`src/rtl/controller_pkg.sv`:
```
// rtl/controller_pkg.sv - shared state encoding and display codes for the stage sequencer
package controller_pkg;

  localparam logic [2:0] ST_RESET       = 3'd0;
  localparam logic [2:0] ST_CLEAR_START = 3'd1;
  localparam logic [2:0] ST_CLEAR_WAIT  = 3'd2;
  localparam logic [2:0] ST_IDLE        = 3'd3;
  localparam logic [2:0] ST_STAGE_START = 3'd4;
  localparam logic [2:0] ST_STAGE_WAIT  = 3'd5;
  localparam logic [2:0] ST_DISPLAY     = 3'd6;
  localparam logic [2:0] ST_ERROR       = 3'd7;

  localparam int BLANK_CODE = 10;
  localparam int ERROR_CODE = 11;
  localparam int MAX_STAGES = 8;

  typedef enum logic [2:0] {
    S_RESET       = ST_RESET,
    S_CLEAR_START = ST_CLEAR_START,
    S_CLEAR_WAIT  = ST_CLEAR_WAIT,
    S_IDLE        = ST_IDLE,
    S_STAGE_START = ST_STAGE_START,
    S_STAGE_WAIT  = ST_STAGE_WAIT,
    S_DISPLAY     = ST_DISPLAY,
    S_ERROR       = ST_ERROR
  } state_t;

endpackage

```
`src/rtl/stage_watchdog.sv`:
```
// rtl/stage_watchdog.sv - per-stage timeout counter; flags the last allowed wait cycle
module stage_watchdog #(
  parameter int TIMEOUT_CYCLES = 1048576,
  parameter int TIMER_W        = 21
) (
  input  logic clk,
  input  logic reset,
  input  logic en,
  input  logic clear,
  input  logic run,
  output logic timeout
);

  // TIMEOUT_CYCLES of zero disables the watchdog entirely
  localparam bit ACTIVE = (TIMEOUT_CYCLES != 0);
  localparam logic [TIMER_W-1:0] LAST = ACTIVE ? TIMER_W'(TIMEOUT_CYCLES - 1) : '0;

  logic [TIMER_W-1:0] count;

  always_ff @(posedge clk) begin
    if (reset) begin
      count <= '0;
    end else if (en) begin
      if (clear) begin
        count <= '0;
      end else if (run && ACTIVE) begin
        count <= count + 1'b1;
      end
    end
  end

  assign timeout = ACTIVE && run && (count == LAST);

endmodule

```
`src/rtl/stage_sequencer.sv`:
```
// rtl/stage_sequencer.sv - master controller: clear display, wait for a press, run the
// processing stages in turn and show the latched result or a timeout error
module stage_sequencer
  import controller_pkg::*;
#(
  parameter int NUM_STAGES     = 2,
  parameter int TIMEOUT_CYCLES = 1048576,
  parameter int TIMER_W        = 21,
  parameter int DIGIT_W        = 4
) (
  input  logic                  clk,
  input  logic                  reset,
  input  logic                  en,
  input  logic                  button,
  input  logic                  painter_ready,
  output logic                  clear_display,
  output logic                  reset_display,
  output logic                  enable_graphics,
  output logic [NUM_STAGES-1:0] stage_start,
  output logic [NUM_STAGES-1:0] stage_enable,
  output logic [NUM_STAGES-1:0] stage_reset,
  input  logic [NUM_STAGES-1:0] stage_done,
  input  logic [DIGIT_W-1:0]    predicted_digit,
  output logic [DIGIT_W-1:0]    output_digit,
  output logic                  busy,
  output logic                  error,
  output logic [2:0]            error_stage
);

  state_t              state, state_next;
  logic [2:0]          idx, idx_next;
  logic [DIGIT_W-1:0]  result, result_next;
  logic [2:0]          error_stage_next;
  logic                button_q;
  logic                press;
  logic                done_active;
  logic                last_stage;
  logic                timeout;
  logic [NUM_STAGES-1:0] stage_sel;

  assign press       = button & ~button_q;
  assign stage_sel   = NUM_STAGES'(1) << idx;
  // only the active stage's done bit is ever looked at
  assign done_active = |(stage_done & stage_sel);
  assign last_stage  = (idx == 3'(NUM_STAGES - 1));

  stage_watchdog #(
    .TIMEOUT_CYCLES(TIMEOUT_CYCLES),
    .TIMER_W       (TIMER_W)
  ) u_watchdog (
    .clk    (clk),
    .reset  (reset),
    .en     (en),
    .clear  (state == S_STAGE_START),
    .run    (state == S_STAGE_WAIT),
    .timeout(timeout)
  );

  always_ff @(posedge clk) begin
    if (reset) begin
      state       <= S_RESET;
      idx         <= '0;
      result      <= '0;
      button_q    <= 1'b0;
      error_stage <= '0;
    end else if (en) begin
      state       <= state_next;
      idx         <= idx_next;
      result      <= result_next;
      button_q    <= button;
      error_stage <= error_stage_next;
    end
  end

  always_comb begin
    state_next       = state;
    idx_next         = idx;
    result_next      = result;
    error_stage_next = error_stage;
    case (state)
      S_RESET:       state_next = S_CLEAR_WAIT;
      S_CLEAR_START: state_next = S_CLEAR_WAIT;
      S_CLEAR_WAIT:  if (painter_ready) state_next = S_IDLE;
      S_IDLE: begin
        if (press) begin
          state_next = S_STAGE_START;
          idx_next   = '0;
        end
      end
      S_STAGE_START: state_next = S_STAGE_WAIT;
      S_STAGE_WAIT: begin
        // done takes precedence over a coincident timeout
        if (done_active) begin
          if (last_stage) begin
            result_next = predicted_digit;
            state_next  = S_DISPLAY;
          end else begin
            idx_next   = idx + 3'd1;
            state_next = S_STAGE_START;
          end
        end else if (timeout) begin
          error_stage_next = idx;
          state_next       = S_ERROR;
        end
      end
      S_DISPLAY:     if (press) state_next = S_CLEAR_START;
      S_ERROR:       if (press) state_next = S_CLEAR_START;
      default:       state_next = S_RESET;
    endcase
  end

  always_comb begin
    clear_display   = 1'b0;
    reset_display   = 1'b0;
    enable_graphics = 1'b0;
    stage_start     = '0;
    stage_enable    = '0;
    stage_reset     = '0;
    output_digit    = DIGIT_W'(BLANK_CODE);
    busy            = 1'b0;
    error           = 1'b0;
    case (state)
      S_RESET: begin
        clear_display = 1'b1;
        reset_display = 1'b1;
        stage_reset   = '1;
      end
      S_CLEAR_START: begin
        clear_display   = 1'b1;
        enable_graphics = 1'b1;
        stage_reset     = '1;
      end
      S_CLEAR_WAIT: begin
        enable_graphics = 1'b1;
        stage_reset     = '1;
      end
      S_IDLE:        enable_graphics = 1'b1;
      S_STAGE_START: begin
        stage_start  = stage_sel;
        stage_enable = stage_sel;
        busy         = 1'b1;
      end
      S_STAGE_WAIT: begin
        stage_enable = stage_sel;
        busy         = 1'b1;
      end
      S_DISPLAY:     output_digit = result;
      S_ERROR: begin
        stage_reset  = '1;
        output_digit = DIGIT_W'(ERROR_CODE);
        error        = 1'b1;
      end
      default: begin
        stage_reset = '1;
      end
    endcase
  end

endmodule

```
`config.mk`:
```
export PLATFORM = sky130hd
export DESIGN_NAME = stage_sequencer
export DESIGN_NICKNAME = d
export VERILOG_FILES = /design/src/rtl/controller_pkg.sv /design/src/rtl/stage_watchdog.sv /design/src/rtl/stage_sequencer.sv
export SDC_FILE = /design/constraint.sdc
export NUM_CORES = 1
export LEC_CHECK = 0
export BUFFER_PORTS_ARGS = -buffer_cell sky130_fd_sc_hd__clkbuf_2
export CAP_MARGIN = 30
export CORE_ASPECT_RATIO = 0.9
export CORE_UTILIZATION = 56
export DETAILED_ROUTE_END_ITERATION = 8
export PLACE_DENSITY = 0.85
export SYNTH_ARGS = -nofsm -noshare
export SYNTH_HDL_FRONTEND = slang
export SYNTH_HIERARCHICAL = 1
export SYNTH_SLANG_ARGS = --single-unit
```
`constraint.sdc`:
```
create_clock -name clk -period 2.8 [get_ports clk]
set_input_delay 0.28 -clock clk [delete_from_list [all_inputs] [get_ports clk]]
set_output_delay 0.28 -clock clk [all_outputs]
set_load 0.02 [all_outputs]
```
* After elaboration in Yosys (flattened, before gate mapping)
Cells that the tools add are included.
Storage, ports and cells: output and inout port bits 18, flip-flop bits (word level) 35, input port bits 11, logic and storage cells 65
Operators by class: equality and inequality tests 15, mux-type cells 22, bitwise operators 4, reductions and logical operators 15, add/sub/neg operators 2, shifts and indexed selects 1
Operator list (number):
- two-way mux 21 bit | 2
- two-way mux 3 bit | 8
- adder 21 x 1 -> 21 bit (second input constant) | 1
- equality test 21 x 20 -> 1 bit (second input constant) | 1
- one-hot mux 3 bit (6 select lines) | 1
- equality test 3 bit (second input constant) | 4
- AND reduction 5 bit | 2
- two-way mux 2 bit | 4
- inequality test 2 bit (second input constant) | 4
- one-hot mux 4 bit (2 select lines) | 1
- AND reduction 4 bit | 2
- OR reduction 2 bit | 4
- equality test 3 x 1 -> 1 bit (second input constant) | 2
- equality test 3 x 2 -> 1 bit (second input constant) | 2
- one-hot mux 3 bit (2 select lines) | 1
- two-way mux 1 bit | 5
- nonzero test 2 bit | 2
- OR reduction 4 bit | 1
- adder 3 x 1 -> 3 bit (second input constant) | 1
- zero test 3 bit | 1
- inequality test 3 bit (second input constant) | 1
- OR reduction 3 bit | 1
- left shift 1 x 3 -> 2 bit (first input constant) | 1
- bitwise AND 2 bit | 1
- other kinds (5) | 6

* Longest topological paths before layout
Gate-level depths: netlist of the first run.
depth after elaboration 5, gate-level depth with buffers 11, gate-level depth less buffers 10

* Hierarchy
Netlist of the first run, hierarchy kept.
By module, submodules not included:
- stage_watchdog | times used 1, area an instance 1062.3 um^2, sequential area each 420.4 um^2, cells an instance 124
- stage_sequencer | times used 1, area an instance 838.3 um^2, sequential area each 280.3 um^2, cells an instance 102

* Worst setup path before layout of the first run
OpenSTA, ideal clock, no wires.
path type flip-flop to flip-flop, start register state[2], end register error_stage[0], path slack 589 ps, arrival 2082 ps, clock period less this slack 2211 ps, setup time 129 ps, stages on the path, launching flop included 11, cell sequence dfxtp_1 clkbuf_1 nand2_1 inv_1 nand2_1 inv_1 inv_1 nor4_1 o211ai_1 mux2i_1 nor2_1
On the way: cells in the longest elaborated chain, start to end 3
RTL lines:
- start: declaration | line stage_sequencer.sv:30 | state_t state, state_next;
- start signal: assignment | line stage_sequencer.sv:67 | state <= state_next;
- equality test 3 bit | line stage_sequencer.sv:55 | .run (state == S_STAGE_WAIT),
- logical AND 1 bit | line stage_watchdog.sv:32 | assign timeout = ACTIVE && run && (count == LAST);
- net timeout | line stage_sequencer.sv:38 | logic timeout;
- AND reduction 4 bit (no line)
- end signal: assignment | line stage_sequencer.sv:71 | error_stage <= error_stage_next;
- end: declaration | line stage_sequencer.sv:27 | output logic [2:0] error_stage
The timed path passes the listed nets, and every way through them passes these cells. A chain may end at the register's enable or synchronous reset.

* Worst setup path after layout of the first run
Ends and elaborated chain as after synthesis.

==> results of run 1 <==
-- cell families (layout without fill, tap and decap cells) --
logic type,count (synthesis),count (layout),share of synthesized area
AOI/OAI and AO/OA,46,46,0.1613
xor gates and xnor gates,9,9,0.04148
adders and majority gates,3,3,0.01975
buffers and inverters,19,44,0.05135
DFF,35,35,0.3687
muxes,7,7,0.03687
and+or+nand+nor,107,107,0.3206
-- cell usage in the layout, fill, tap and decap left out, types with 2 or more instances in the layout --
cell type and instances:
ha_1 3, o31ai_1 7, clkbuf_8 5, nor4_1 4, or4_1 6, nor2_1 29
dfxtp_1 35, or3_1 5, clkbuf_2 28, nand3b_1 2, nand3_1 11, a31oi_1 2
nand2b_1 2, nor3_1 3, and3_1 7, o21ai_0 6, or2_1 2, a22oi_1 3
xnor2_1 3, nand2_1 16, and4_1 2, clkbuf_1 2, a21o_1 2, and2_1 4
inv_1 7, mux2i_1 7, nand4_1 4, a21oi_1 16, xor2_1 6
-- layer usage --
metal  track usage  vias up  wire (um)
li1              -      872          -
met1        0.3354      786       1996
met2        0.3131       26       1705
met3       0.05400        5        136
met4        0.1299        0         48
met5             0        -          0
-- sequential cells by signal, summed over array words and instances (netlist names) --
signal,cells
u_watchdog/count,21
result,4
error_stage,3
idx,3
state,3
button_q,1
-- worst reg2reg max path, cell delays in order, from the launching register on --
cell	delay (ns)
dfxtp_1	0.57
nand2_1	0.15
inv_1	0.13
nand2_1	0.09
inv_1	0.18
inv_1	0.06
nor4_1	0.54
o211ai_1	0.28
mux2i_1	0.22
nor2_1	0.06
-- final timing paths --
| check | start | end |
|---|---|---|
| max reg2reg | state[2] | error_stage[0] |
| min | predicted_digit[1] | result[1] |
| min reg2reg | error_stage[2] | error_stage[2] |
| max | state[2] | error_stage[0] |
-- per-stage QoR --
step / instances / util
after global placement: 285 / 0.6467
after detailed placement: 285 / 0.6467
after CTS: 293 / 0.6726
after floorplan: 226 / -
after global routing: 293 / 0.6726
final: 293 / 0.6726
-- area by class of cell --
cell class,instances,area [um2],area share
Multi-Input combinational cell,172,1102,0.5222
Sequential cell,35,700.7,0.3320
Timing Repair Buffer,29,147.6,0.06995
Clock buffer,7,76.32,0.03616
Tap cell,42,52.55,0.02490
Inverter,7,26.28,0.01245
Clock inverter,1,5.005,0.002371
-- power breakdown --
group | internal (mW) | total [mW] | switching, mW
Sequential | 0.501 | 0.508 | 0.00761
Combinational | 0.0203 | 0.0560 | 0.0357
Clock | 0.174 | 0.348 | 0.174
==> impl_metrics.json, run 1 <==
{
  "clock_insertion_delay_worst_skew_ns": 0.29,
  "synthTopCellsByArea": "dfxtp_1 37%, nor2_1 5.7%, a21oi_1 4.2%",
  "path_cells": "nand2_1 -> inv_1 -> nand2_1 -> inv_1 -> inv_1 -> nor4_1 -> o211ai_1 -> mux2i_1 -> nor2_1",
  "worstPathBufferInverterCount": 3,
  "final_layout_size_suffix_gt1_frac": 0.1753,
  "finalHoldViolCount": 0,
  "synth_async_sr_flop_share": 0,
  "grt.total_usage": 0.2318,
  "cts_max_level": 2,
  "placement_rows": 19,
  "io_pins": 29,
  "cts_tree": "built",
  "synth.net_count": 240,
  "final_standard_cell_area_without_fillers_um2": 2111,
  "ys_dominant_reg_cell": "dfxtp_1",
  "power.static_leakage_nw": 0.8206,
  "critical_path_cell_with_the_highest_stage_delay": "dfxtp_1",
  "final.fill_count": 287,
  "drt_drc_violations_left": 0,
  "totalWireLength_um": 3887,
  "clk_transition_reported_paths_ns": 0.07,
  "final_nets": 264,
  "grt_antenna_before_repair": 0,
  "hpwl_um": 2813,
  "synth_sequential_area_ratio": 0.3687,
  "setup_viol": 0,
  "post-route-min-period_ns": 2.392,
  "worst_pin_slew_ns": 0.6865,
  "final-max-slew-violation-count": 0,
  "cts.repair_timing.setup_buffer_count": 0,
  "synth.cells.most_frequent": "35 x dfxtp_1, 29 x nor2_1, 16 x a21oi_1, 16 x nand2_1, 11 x nand3_1",
  "drt-vias-per-instance": 5.765,
  "drtPass1Iterations": 4,
  "slowest_delay_ns": 0.57,
  "worst_hold_path.num_cells": 3,
  "die_area_um2": 3631,
  "power-per-cell-area_nw_per_um2": 432.4,
  "gp_congestion": 0.8133,
  "number_of_drc_markers_after_the_initial_detailed_route_iteration": 90,
  "fp.dieW_um": 63.41,
  "yosysWarnings": 6,
  "required_ns": 2.97,
  "worst_clock_skew_ns": 0.006252,
  "antenna-diode-count": 0,
  "drtAntennaViolNets": 0,
  "dp_worst_setup_slack_ns": 0.4576,
  "netlist_instances": 226,
  "first_global_vias": 1388,
  "root_buffer": "clkbuf_8",
  "pin_count_of_the_biggest_net_entering_global_routing": 19,
  "placed_cell_area_um2": 2029,
  "worst_slack_ns": 0.4077,
  "unique_cell_type_count_in_the_yosys_netlist": 50,
  "cts.sink_count": 35,
  "yosys.area.top_type": "dfxtp_1",
  "maxSlewHeadroom": 0.5293,
  "start_util": 0.6057,
  "min_path_type": "in2reg",
  "kind_of_capture_point_of_the_worst_setup_path": "flip-flop",
  "vias": 1689,
  "critPathLaunchType": "flip-flop",
  "synthesis.area_um2": 1901,
  "finalPower_mw": 0.9128,
  "worst-r2r-cell-count": 9,
  "io_buffers": 28,
  "max_freq_mhz": 418.0,
  "ctsResizeCount": 0,
  "yosys.area.top_type_share": 0.3687,
  "tritoncts_buffers": 5,
  "vdd.ir_drop.worst_v": 0.0003412,
  "timing.reg2reg.setup_slack_ns": 0.41,
  "postSynthAreaPerCell_um2": 8.410,
  "postSynthRegisterBits": 35,
  "critical_path_peak_fanout": 15,
  "fin_tns_setup_ns": 0,
  "timing.critical_path.max_delay_family": "simple AND/OR/NAND/NOR gates",
  "cpMostUsedCell": "inv_1",
  "synth_enable_flop_cells": 0,
  "fp.coreArea_um2": 3138,
  "status": "complete, no violations",
  "syn_to_final_growth_pct": 11.06,
  "worst-path-stages": 9,
  "period_share": 0.8544,
  "synthMostInstantiatedCell": "dfxtp_1",
  "cts_hold_repair.buffers": 0,
  "globalRoute.totalOverflow": 0,
  "drt-wirelength-per-cell_um": 13.27,
  "chipHeight_um": 57.27,
  "critPathKind": "reg2reg",
  "grt_setup_unrepaired": "false",
  "cts-root-to-sink-buffers": 2,
  "arrival_ns": 2.56,
  "grt_pass1_wl_um": 6458,
  "hold_slack_ns": 0.2297,
  "maximum_capacitance_violations": 0
}
No activity file was read; power rests on OpenSTA's default activity.
==> run 2: changes to the inputs <==
PLACE_DENSITY = 0.78   (was 0.85)
==> run 2 against run 1 <==
- combinational power decreased by 2%
- register-to-register slack better by 0.05 ns
- sequential power is essentially flat
- sequential share of layout area decreased by 0.29 points
- critical path depth did not move
- die area unchanged
- global-route usage rose by 0.68 points
- cell count did not move
- wire length is 1.1% higher
- count of clock-buffer cells in the layout increased by 1
- largest cell class unchanged
==> impl_metrics.json, run 2 (same netlist as run 1, synthesis figures left out) <==
{
  "final-max-slew-violation-count": 0,
  "cts_tree": "built",
  "kind_of_capture_point_of_the_worst_setup_path": "flip-flop",
  "power.switching_fraction": 0.2271,
  "worst_slack_ns": 0.4537,
  "globalRoute.totalOverflow": 0,
  "drt-vias-per-instance": 5.765,
  "multi_input_area_um2": 1102,
  "critPathKind": "reg2reg",
  "path_cells": "nand2_1 -> inv_1 -> nand2_1 -> inv_1 -> inv_1 -> nor4_1 -> o211ai_1 -> mux2i_1 -> nor2_1",
  "tritoncts_buffers": 5,
  "number_of_drc_markers_after_the_initial_detailed_route_iteration": 109,
  "min_path_type": "in2reg",
  "fp.coreArea_um2": 3138,
  "critPathLaunchType": "flip-flop",
  "cpMostUsedCell": "inv_1",
  "cts-root-to-sink-buffers": 2,
  "reg_top3": "u_watchdog/count (21), result (4)",
  "maximum_capacitance_violations": 0,
  "largest_register_ff_count": 21,
  "vdd.ir_drop.worst_v": 0.0003988,
  "required_ns": 2.97,
  "worstPathBufferInverterCount": 3,
  "p_clk_frac": 0.415,
  "drtAntennaViolNets": 0,
  "drt-wirelength-per-cell_um": 13.41,
  "grt.total_usage": 0.2386,
  "syn_to_final_growth_pct": 12.05,
  "io_pins": 29,
  "seq_power_share": 0.528,
  "vias": 1689,
  "arrival_ns": 2.52,
  "timing.critical_path.max_delay_family": "simple AND/OR/NAND/NOR gates",
  "slowest_delay_ns": 0.58,
  "final_layout_size_suffix_gt1_frac": 0.1793,
  "dp_worst_setup_slack_ns": 0.4519,
  "power-per-cell-area_nw_per_um2": 452.8,
  "worst_clock_skew_ns": 0.007219,
  "post-route-min-period_ns": 2.346,
  "sequential_cell_area_um2": 700.7,
  "internal_power_mw": 0.7453,
  "grt_antenna_before_repair": 0,
  "grt_pass1_wl_um": 6651,
  "pin_count_of_the_biggest_net_entering_global_routing": 19,
  "cts.repair_timing.setup_buffer_count": 0,
  "worst_pin_slew_ns": 0.7166,
  "final_nets": 264,
  "period_share": 0.8380,
  "critical_path_cell_with_the_highest_stage_delay": "dfxtp_1",
  "mostFrequentLayoutCell": "dfxtp_1",
  "net-switching-power_mw": 0.2190,
  "critical_path_peak_fanout": 15,
  "drtPass1Iterations": 5,
  "cts_max_level": 2,
  "chipHeight_um": 57.27,
  "max_freq_mhz": 426.2,
  "maxSlewHeadroom": 0.5086,
  "fp.dieW_um": 63.41,
  "drt_drc_violations_left": 0,
  "finalHoldViolCount": 0,
  "hpwl_um": 2843,
  "antenna-diode-count": 0,
  "largest-register": "u_watchdog/count",
  "root_buffer": "clkbuf_8",
  "totalWireLength_um": 3930,
  "grt_setup_unrepaired": "false",
  "final_cell_mix": "35 x dfxtp_1, 29 x nor2_1, 28 x clkbuf_2",
  "start_util": 0.6057,
  "die_area_um2": 3631,
  "status": "complete, no violations",
  "comb_power_share": 0.057,
  "final.fill_count": 283,
  "power.static_leakage_nw": 0.8299,
  "first_global_vias": 1427,
  "clock_insertion_delay_worst_skew_ns": 0.29,
  "gp_congestion": 0.8102,
  "setup_viol": 0,
  "cts_hold_repair.buffers": 0,
  "fin_tns_setup_ns": 0,
  "ctsResizeCount": 0,
  "placement_rows": 19,
  "io_buffers": 28,
  "clk_transition_reported_paths_ns": 0.07,
  "cts.sink_count": 35
}
==> run 2: cell types whose count changed in the layout (fill, tap and decap cells not counted) <==
cell      change
clkinv_2      -1
clkbuf_1      -1
clkbuf_8      +2
==> run 2: power by group through the flow <==
stage	Clock, mW	Combinational (mW)	Sequential (mW)
after floorplan	0	0.0396	0.513
final	0.400	0.0551	0.509
after global routing	0.431	0.0609	0.509
after CTS	0.408	0.0557	0.508
after global placement	0	0.0546	0.520
after detailed placement	0	0.0554	0.520
==> run 2: cell type report <==
cell class,count,area share
Multi-Input combinational cell,172,0.5176
Sequential cell,35,0.3290
Timing Repair Buffer,29,0.06933
Clock buffer,8,0.04700
Tap cell,42,0.02468
Inverter,7,0.01234
==> run 2: worst paths after layout <==
kind	from	to	slack (ns)	cells past startpoint
max	state[2]	error_stage[0]	0.45	9
min	predicted_digit[2]	result[2]	0.22	3
max reg2reg	state[2]	error_stage[0]	0.45	9
min reg2reg	error_stage[2]	error_stage[2]	0.46	2
==> run 2: worst reg2reg max path, stage by stage (launching register included) <==
cell and delay [ns]:
dfxtp_1 0.58, nand2_1 0.16, inv_1 0.12, nand2_1 0.10, inv_1 0.18, inv_1 0.06, nor4_1 0.50, o211ai_1 0.27
mux2i_1 0.21, nor2_1 0.05
==> run 2: per-stage QoR <==
step	hold slack, ns	cell area (um2)	total power [mW]	std cells	utilization
3_3_place_gp	0.4556	2029	0.5744	285	0.6467
2_1_floorplan	0.3491	1901	0.5530	226	-
3_5_place_dp	0.4563	2029	0.5752	285	0.6467
5_1_grt	0.2328	2130	1.001	293	0.6786
4_1_cts	0.2232	2130	0.9721	293	0.6786
6_report	0.2226	2130	0.9643	293	0.6786
==> run 2: routing by layer <==
layer | vias up | global-route usage | share of wire | wire length, um
li1 | 871 | - | - | -
met5 | - | 0 | 0 | 0
met2 | 34 | 0.3359 | 0.41 | 1597
met3 | 10 | 0.05600 | 0.051 | 199
met4 | 0 | 0.1169 | 0.020 | 79
met1 | 774 | 0.3404 | 0.52 | 2054
==> run 3: changes to the inputs <==
CORE_UTILIZATION = 51   (was 56)
PLACE_DENSITY = 0.75   (was 0.78)
clock period = 2.1 ns   (was 2.8 ns; I/O delays follow)
==> run 3 against run 2 <==
- worst hold slack got worse by 0.061 ns
- largest power group unchanged
- via count increased by 4.3%
- clock power increased by 34%
- wire length increased by 10%
- cell count increased by 5.8%
- core utilization decreased by 2.8 points
- combinational power increased by 65%
==> impl_metrics.json, run 3 (same netlist as run 1, synthesis figures left out) <==
{
  "globalRoute.totalOverflow": 0,
  "io_buffers": 28,
  "io_pins": 29,
  "min_path_type": "in2reg",
  "chipHeight_um": 59.92,
  "cts_tree": "built",
  "vias": 1762,
  "grt.total_usage": 0.2403,
  "global_route.usage.met2": 0.3615,
  "arrival_ns": 2.17,
  "required_ns": 2.32,
  "multi_input_area_um2": 1117,
  "setup_viol": 0,
  "root_buffer": "clkbuf_8",
  "grt_pass1_wl_um": 7024,
  "final.fill_count": 298,
  "grt_setup_unrepaired": "false",
  "dp_worst_setup_slack_ns": 0.1049,
  "mostFrequentLayoutCell": "dfxtp_1",
  "syn_to_final_growth_pct": 19.03,
  "antenna-diode-count": 0,
  "worst_clock_skew_ns": 0.005115,
  "clock_insertion_delay_worst_skew_ns": 0.29,
  "gp_congestion": 0.8582,
  "hpwl_um": 3193,
  "final_layout_size_suffix_gt1_frac": 0.2444,
  "grt_use_met1": 0.3326,
  "clk_transition_reported_paths_ns": 0.07,
  "power-per-cell-area_nw_per_um2": 575.9,
  "critPathLaunchType": "flip-flop",
  "largest-register": "u_watchdog/count",
  "fin_tns_setup_ns": 0,
  "critPathKind": "reg2reg",
  "placed_cells": 300,
  "vdd.ir_drop.worst_v": 0.0007473,
  "maximum_capacitance_violations": 0,
  "critical_path_peak_fanout": 9,
  "status": "complete, no violations",
  "final_cell_mix": "33 x dfxtp_1, 29 x nor2_1, 28 x clkbuf_2",
  "max_freq_mhz": 513.8,
  "cts-root-to-sink-buffers": 2,
  "drt-wirelength-per-cell_um": 13.96,
  "globalRouteMet3Util": 0.06298,
  "maxSlewHeadroom": 0.7093,
  "tritoncts_buffers": 5,
  "start_util": 0.5464,
  "finalHoldViolCount": 0,
  "kind_of_capture_point_of_the_worst_setup_path": "flip-flop",
  "placement_rows": 20,
  "cts.sink_count": 35,
  "largest_register_ff_count": 21,
  "sequential_cell_area_um2": 703.2,
  "power.static_leakage_nw": 0.9041,
  "drtAntennaViolNets": 0,
  "reg_top3": "u_watchdog/count (21), result (4)",
  "finalNonFillerCells": 310,
  "die_area_um2": 3975,
  "worst_slack_ns": 0.1538,
  "post-route-min-period_ns": 1.946,
  "grt_antenna_before_repair": 0,
  "fp.dieW_um": 66.35,
  "final-max-slew-violation-count": 0,
  "drt-vias-per-instance": 5.684,
  "finalPower_mw": 1.303,
  "totalWireLength_um": 4328,
  "hold_slack_ns": 0.1619,
  "worst_pin_slew_ns": 0.4328,
  "drtPass1Iterations": 4,
  "first_global_vias": 1535,
  "fp.coreArea_um2": 3478,
  "final_nets": 279,
  "number_of_drc_markers_after_the_initial_detailed_route_iteration": 97,
  "cts_max_level": 2,
  "pin_count_of_the_biggest_net_entering_global_routing": 19,
  "most_congested_layer_reported_by_global_routing": "met2",
  "period_share": 0.9268,
  "drt_drc_violations_left": 0
}
==> run 3: cell count changes in the layout (fill, tap and decap cells not counted) <==
cell,before,now
inv_1,7,5
nor4_4,1,2
dfxtp_1,35,33
inv_2,0,2
nor4_1,4,3
dfxtp_2,0,2
buf_4,1,16
==> run 3: worst max-delay path, stage by stage (launching register included) <==
cell      delay (ns)
dfxtp_2         0.35
inv_1           0.09
nand2_1         0.11
inv_2           0.09
nand2_1         0.09
inv_2           0.12
o2111a_2        0.27
nand2_4         0.10
or4_1           0.51
a21oi_1         0.15
==> run 3: through the flow <==
| stage | util | instance area [um2] |
|---|---|---|
| floorplan | - | 1908 |
| global placement | 0.6140 | 2136 |
| detailed placement | 0.6140 | 2136 |
| CTS | 0.6428 | 2236 |
| global route | 0.6504 | 2262 |
| finish | 0.6504 | 2262 |
==> run 3: worst paths after layout <==
kind | from | endpoint | slack, ns | depth (start not counted)
max reg2reg | state[1] | u_watchdog/count[19] | 0.15 | 9
min | predicted_digit[0] | result[0] | 0.16 | 3
min reg2reg | error_stage[1] | error_stage[1] | 0.46 | 2
max | state[1] | u_watchdog/count[19] | 0.15 | 9
==> run 3: what timing repair did <==
action / 4_1_cts / 5_1_grt
hold buffers: 0 / 0
endpoints found under the setup margin: 0 / 6
setup buffers: 0 / 2
gates resized for setup: 0 / 4
==> run 3: area by class of cell <==
class | instances | area share
Inverter | 7 | 0.01162
Multi-Input combinational cell | 172 | 0.4939
Clock buffer | 8 | 0.04425
Timing Repair Buffer | 44 | 0.1150
Sequential cell | 35 | 0.3108
Tap cell | 44 | 0.02434
==> run 3: power breakdown <==
part	internal (mW)	switching [mW]
sequential	0.668	0.00574
clock	0.299	0.239
combinational	0.0363	0.0545
total	1.00	0.299
==> run 3: layer usage <==
metal  wire length, um  vias to the layer above
li1                  -                      902
met1              2171                      823
met3               170                        5
met2              1929                       32
met5                 0                        -
met4                58                        0
